File: src/rtl/seq_detect_param.sv
// Parametrised Moore serial sequence detector.
// The pattern (1..MAX_LEN bits) and the overlap mode can be changed at run time.
// Incoming bits count only when in_valid is high.
// A one-cycle registered match pulse is driven on out.
// A saturating counter keeps a running total of matches.
module seq_detect_param #(
   parameter int                 MAX_LEN = 8,
   parameter int                 CNT_W   = 16,
   parameter logic [MAX_LEN-1:0] RST_PAT = MAX_LEN'('h15),
   parameter int                 RST_LEN = 5,
   parameter logic               RST_OVL = 1'b1
) (
   input  logic                             clk,
   input  logic                             rst,
   input  logic                             in,
   input  logic                             in_valid,
   input  logic                             cfg_load,
   input  logic [MAX_LEN-1:0]               cfg_pattern,
   input  logic [$clog2(MAX_LEN+1)-1:0]     cfg_len,
   input  logic                             cfg_ovl,
   output logic                             out,
   output logic [CNT_W-1:0]                 match_cnt
);

   localparam int            LW    = $clog2(MAX_LEN + 1);
   localparam logic [LW-1:0] MAX_L = LW'(MAX_LEN);

   // Active configuration
   logic [MAX_LEN-1:0] pat;
   logic [LW-1:0]      len;
   logic               ovl;

   // History of accepted bits (newest in bit 0) and how many of them are valid
   logic [MAX_LEN-1:0] hist;
   logic [LW-1:0]      fill;

   logic [MAX_LEN-1:0] hist_next;
   logic [LW-1:0]      fill_next;
   logic [MAX_LEN-1:0] mask;
   logic [LW-1:0]      len_clamped;
   logic               hit;

   // Compute the history after the candidate bit, the compare mask and the hit flag
   always_comb begin
      hist_next = {hist[MAX_LEN-2:0], in};
      fill_next = (fill == MAX_L) ? fill : fill + LW'(1);
      mask      = '0;
      for (int i = 0; i < MAX_LEN; i++) begin
         mask[i] = (i < int'(len));
      end
      // len == 0 disables the detector.
      // Pattern bits at or above len are masked off.
      hit         = (len != '0) && (fill_next >= len) &&
                    (((hist_next ^ pat) & mask) == '0);
      len_clamped = (cfg_len > MAX_L) ? MAX_L : cfg_len;
   end

   // Detector state, configuration, registered match pulse and saturating counter
   always_ff @(posedge clk) begin
      if (rst) begin
         pat       <= RST_PAT;
         len       <= LW'(RST_LEN);
         ovl       <= RST_OVL;
         hist      <= '0;
         fill      <= '0;
         out       <= 1'b0;
         match_cnt <= '0;
      end else if (cfg_load) begin
         // A config load takes priority over a bit arriving in the same cycle.
         // That bit is dropped.
         pat  <= cfg_pattern;
         len  <= len_clamped;
         ovl  <= cfg_ovl;
         hist <= '0;
         fill <= '0;
         out  <= 1'b0;
      end else if (in_valid) begin
         hist <= hist_next;
         out  <= hit;
         if (hit) begin
            // In non-overlapping mode, none of the completing bits may start the next match.
            fill <= ovl ? fill_next : '0;
            if (match_cnt != {CNT_W{1'b1}}) begin
               match_cnt <= match_cnt + CNT_W'(1);
            end
         end else begin
            fill <= fill_next;
         end
      end else begin
         out <= 1'b0;
      end
   end

endmodule

File: config.mk
export PLATFORM = sky130hd
export DESIGN_NAME = seq_detect_param
export DESIGN_NICKNAME = d
export VERILOG_FILES = /design/src/rtl/seq_detect_param.sv
export SDC_FILE = /design/constraint.sdc
export NUM_CORES = 1
export LEC_CHECK = 0
export ABC_AREA = 0
export CAP_MARGIN = 5
export CORE_MARGIN = 3
export CORE_UTILIZATION = 55
export CTS_BUF_LIST = sky130_fd_sc_hd__clkbuf_8
export CTS_CLUSTER_DIAMETER = 30
export DETAILED_ROUTE_END_ITERATION = 8
export PLACE_DENSITY = 0.9
export SLEW_MARGIN = 20
export SYNTH_ARGS = -nofsm -noshare
export SYNTH_HDL_FRONTEND = slang
export SYNTH_SLANG_ARGS = --single-unit
File: constraint.sdc
create_clock -name clk -period 3.3 [get_ports clk]
set_input_delay 0.66 -clock clk [delete_from_list [all_inputs] [get_ports clk]]
set_output_delay 0.66 -clock clk [all_outputs]
set_load 0.01 [all_outputs]
-- Yosys cells after proc, flatten, opt, wreduce, memory -nomap -nowiden
Index checks and enable logic that the tools add are counted.
- register bits after elaboration: 41
- input port bits: 18
- output and inout port bits: 17
- add/sub/neg operators: 2
- order comparisons: 10
- equal/unequal tests: 2
- muxes and demuxes: 4
- bitwise logic cells: 4
- reductions and logical operators: 7
- operator list (operator ; number):
    16-bit by 1-bit adder with 16-bit output (second input constant) ; 1
    3-bit by 4-bit < comparator with 1-bit output (first input constant) ; 4
    4-bit two-way mux ; 4
    16-bit inequality test (second input constant) ; 1
    8-bit bitwise AND ; 1
    8-bit zero test ; 1
    1-bit by 4-bit < comparator with 1-bit output (first input constant) ; 2
    2-bit by 4-bit < comparator with 1-bit output (first input constant) ; 2
    8-bit bitwise XOR ; 1
    4-bit by 1-bit adder with 4-bit output (second input constant) ; 1
    4-bit equality test (second input constant) ; 1
    4-bit greater-or-equal comparator ; 1
    4-bit greater-than comparator (second input constant) ; 1
    4-bit AND reduction ; 1
    4-bit nonzero test ; 1
    3-bit OR reduction ; 1
    1-bit logical AND ; 2
    1-bit inverter ; 2
    2-bit OR reduction ; 1

-- Logic depth before layout (Yosys ltp)
- word-level depth: 6
- mapped depth: 13
- depth with buffers taken out: 11

-- Worst setup path after synthesis
OpenSTA, ideal clock, no wires.
- kind: register -> register
- from: register fill[0]
- to: register match_cnt[1]
- setup time: 0.128 ns
- arrival time: 2.585 ns
- required time: 3.172 ns
- setup slack: 0.588 ns
- stages on the path, launching flop included: 14
- path buffers: 2
- cell sequence: dfxtp_1 inv_1 ha_1 nand3_1 xnor2_1 ha_1 nand2b_1 a2111oi_0 or4_1 nand4bb_4 clkbuf_1 buf_2 mux2i_1 nor2_1
- cells in the longest elaborated chain, start to end: 6
- RTL lines (element ; RTL line ; text):
    start: declaration ; 35 ; logic [LW-1:0] fill;
    start signal: assignment ; 82 ; fill <= ovl ? fill_next : '0;
    start signal: assignment ; 87 ; fill <= fill_next;
    4-bit by 1-bit adder with 4-bit output or 4-bit equality test (tied branches) ; 46 ; fill_next = (fill == MAX_L) ? fill : fill + LW'(1);
    4-bit two-way mux * ; 46 ;
    4-bit greater-or-equal comparator * ; 53 ; hit = (len != '0) && (fill_next >= len) &&
    1-bit logical AND * (2 in a row) ; 53 ;
    4-bit AND reduction (no line) * ; -- ;
    end signal: assignment ; 84 ; match_cnt <= match_cnt + CNT_W'(1);
    end: declaration ; 22 ; output logic [CNT_W-1:0] match_cnt
Every way passes the cells marked *; elsewhere a longest branch is shown, timed or not.
A chain may end at the register's enable or synchronous reset.

-- Final worst setup path
- from: register fill[0]
- to: register match_cnt[14]
Same word-level chain as after synthesis.

==> impl_metrics.ini <==
[yosys]
yosys_warnings = 0
synthTopCellsByArea = dfxtp_1, mux2i_1, a21oi_1
synth_seq_area_share = 0.3998
syn_nets = 260
synth.area.mux_share = 0.09324
synth_edf_count = 0
synth_compound_area_frac = 0.1523
synth_area_mm2 = 0.002053
synth_cell_type_count = 38
async_reset_ff_frac = 0
synth_cells = 235
synth_xor_area_frac = 0.04692
syn_avg_cell_area_um2 = 8.737
synthAdderAreaFrac = 0.04266
synth_top_area_frac = 0.3998
synth-seq-cells = 41
yosys.area_share.simple = 0.2188
synth_top_area_cell = dfxtp_1
synth_top_family_by_area = simple AND/OR/NAND/NOR gates
synth_ff_type = dfxtp_1

[clock_tree]
clockBufferDepth = 2
cts.sinks = 41
clock_latency_ns = 0.31
cts_root_buffer = clkbuf_8
cts_tree = yes
post_cts_buffers = 0
htree_levels = 2
clk_pin_slew_worst_paths_ns = 0.08
cts_made_buffers = 5

[timing]
relSlewSlack = 0.6858
rsz0062_at_grt = no
period_share = 0.9025
setup_violations = 0
max_freq_mhz = 335.8
hold_viol = 0
fin_worst_skew_ns = 0.01441
finalSetupTns_ns = 0
fin_ws_ns = 0.3217
report.final.slew_viol_count = 0
finalCriticalPeriod_ns = 2.978
worst_slew_pin_slew_ns = 0.4710

[route]
totalWireLength_um = 4585
drc = 0
wl_per_cell_um = 14.51
num_vias = 1835
viasPerCell = 5.807
drtPass1Iterations = 4
drtIter0Drc = 145
ant_nets = 0

[worst_setup_path]
cp_data_required_time_ns = 3.48
cp-end-kind = flop
worst_setup_path_start_kind = flop
critical_path_class = flop to flop
path_max_fanout = 15
r2r_setup_slack_ns = 0.32
reg2reg_depth = 11
arrival_ns = 3.16

[place]
dp.cells = 307
globalplace.congestion = 0.8561
portBuffers = 34
pre_cts_ws_ns = 0.2333
place_hpwl_um = 3352
place_area_mm2 = 0.002424

[cells_and_area]
final_nets = 294
final_cells = 316
drive_above_1_share = 0.05926
fin_area_mm2 = 0.002556
diodes = 0
area.growth.synth_to_final_pct = 24.50

[global_route]
grt_first_pass_wirelength_um = 7334
antenna_found_initial = 0
grt_max_degree = 31
grt_use_total = 0.2159
grt_pass1_vias = 1621
gr-total-overflow = 0

[pwr]
ir_worst_vdd_v = 0.0003655
power_uw = 1035
p_leak_uw = 0.0009331
power.density_mw_per_mm2 = 405.1

[min_path]
hold_depth = 2
hold_path.class = flop to flop

[floorplanning]
row_count = 21
die_w_um = 67.10
io_pins = 35
initial_utilization = 0.5920
die_h_um = 67.10
die_area_mm2 = 0.004502
fp.coreArea_mm2 = 0.003468

[flow_run]
cap_violations = 0

[status]
outcome = completed
[final timing paths]
kind,startpoint,to
max,fill[0],match_cnt[14]
min,fill[2],fill[2]
max reg2reg,fill[0],match_cnt[14]
min reg2reg,fill[2],fill[2]
[logic make-up (layout without fill, tap and decap cells)]
logic type | Yosys count | count (layout)
fa+ha+maj | 7 | 7
flops | 41 | 41
xor+xnor | 11 | 11
simple gates | 84 | 85
buf+inv | 23 | 57
compound gates | 50 | 50
mux | 19 | 19
[timing repair]
item,in CTS,in global routing
endpoints found under the setup margin,0,1
hold buffers,0,0
resized for setup,0,0
[metal layers]
| layer | vias to the layer above | track usage | share of wire |
|---|---|---|---|
| met5 | - | 0 | 0 |
| met3 | 10 | 0.04216 | 0.046 |
| met4 | 0 | 0.1063 | 0.023 |
| met1 | 865 | 0.2640 | 0.43 |
| li1 | 911 | - | - |
| met2 | 49 | 0.3595 | 0.50 |
[layout by cell type (no fill, tap or decap), types with 2 or more instances in the layout]
master / count
a21oi_1: 19
and4_1: 3
buf_4: 3
clkbuf_8: 6
clkdlybuf4s50_1: 34
dfxtp_1: 41
ha_1: 7
inv_1: 13
mux2i_1: 18
nand2_1: 22
nand2b_1: 4
nand3_1: 10
nand4_1: 3
nor2_1: 21
o211ai_1: 2
o21ai_0: 8
o21ai_1: 5
o311ai_0: 2
o31ai_1: 7
or3_1: 6
or4_1: 9
xnor2_1: 8
xor2_1: 3
[area by class of cell]
type / instances / area (µm²)
clock buffers: 6 / 82.58
fillers: 270 / 912.1
flip-flops and latches: 41 / 820.8
clock inverters: 2 / 33.78
well taps: 46 / 57.56
inverters: 12 / 45.04
repair buffers: 37 / 362.8
multi-input cells: 172 / 1154
[cell usage after synthesis, drive strengths merged (2+ instances only)]
master,number
dfxtp,41
nand2,22
nor2,22
a21oi,19
mux2i,18
o21ai,13
inv,12
nand3,10
or4,9
xnor2,8
clkbuf,7
ha,7
o31ai,7
or3,6
buf,4
nand2b,4
and4,3
nand4,3
xor2,3
o211ai,2
o311ai,2
[state kept, by name, indices dropped and copies added, names as in the netlist]
name	flops
match_cnt	16
len	4
pat	8
fill	4
hist	7
out	1
ovl	1
[worst max-delay path, cell delays in order (launching register included)]
cell       delay (ns)
dfxtp_1          0.44
inv_1            0.07
ha_1             0.21
nand3_1          0.13
xnor2_1          0.09
ha_1             0.27
nand2b_1         0.09
a2111oi_0        0.08
or4_1            0.44
nand4bb_2        0.56
o31ai_1          0.36
a21oi_1          0.11
[through the flow]
step | hold slack, ns | util
3_3_place_gp | 0.4788 | 0.6988
2_1_floorplan | 0.4595 | -
4_1_cts | 0.5014 | 0.7323
3_5_place_dp | 0.4862 | 0.6988
5_1_grt | 0.5281 | 0.7370
6_report | 0.4979 | 0.7370
[power breakdown]
| group | internal, µW | switching (µW) | total [µW] |
|---|---|---|---|
| clock network | 244 | 174 | 418 |
| registers | 506 | 11.7 | 517 |
| logic | 52.7 | 47.8 | 100 |
| total | 802 | 234 | 1040 |
No activity file was read; power rests on OpenSTA's default activity.
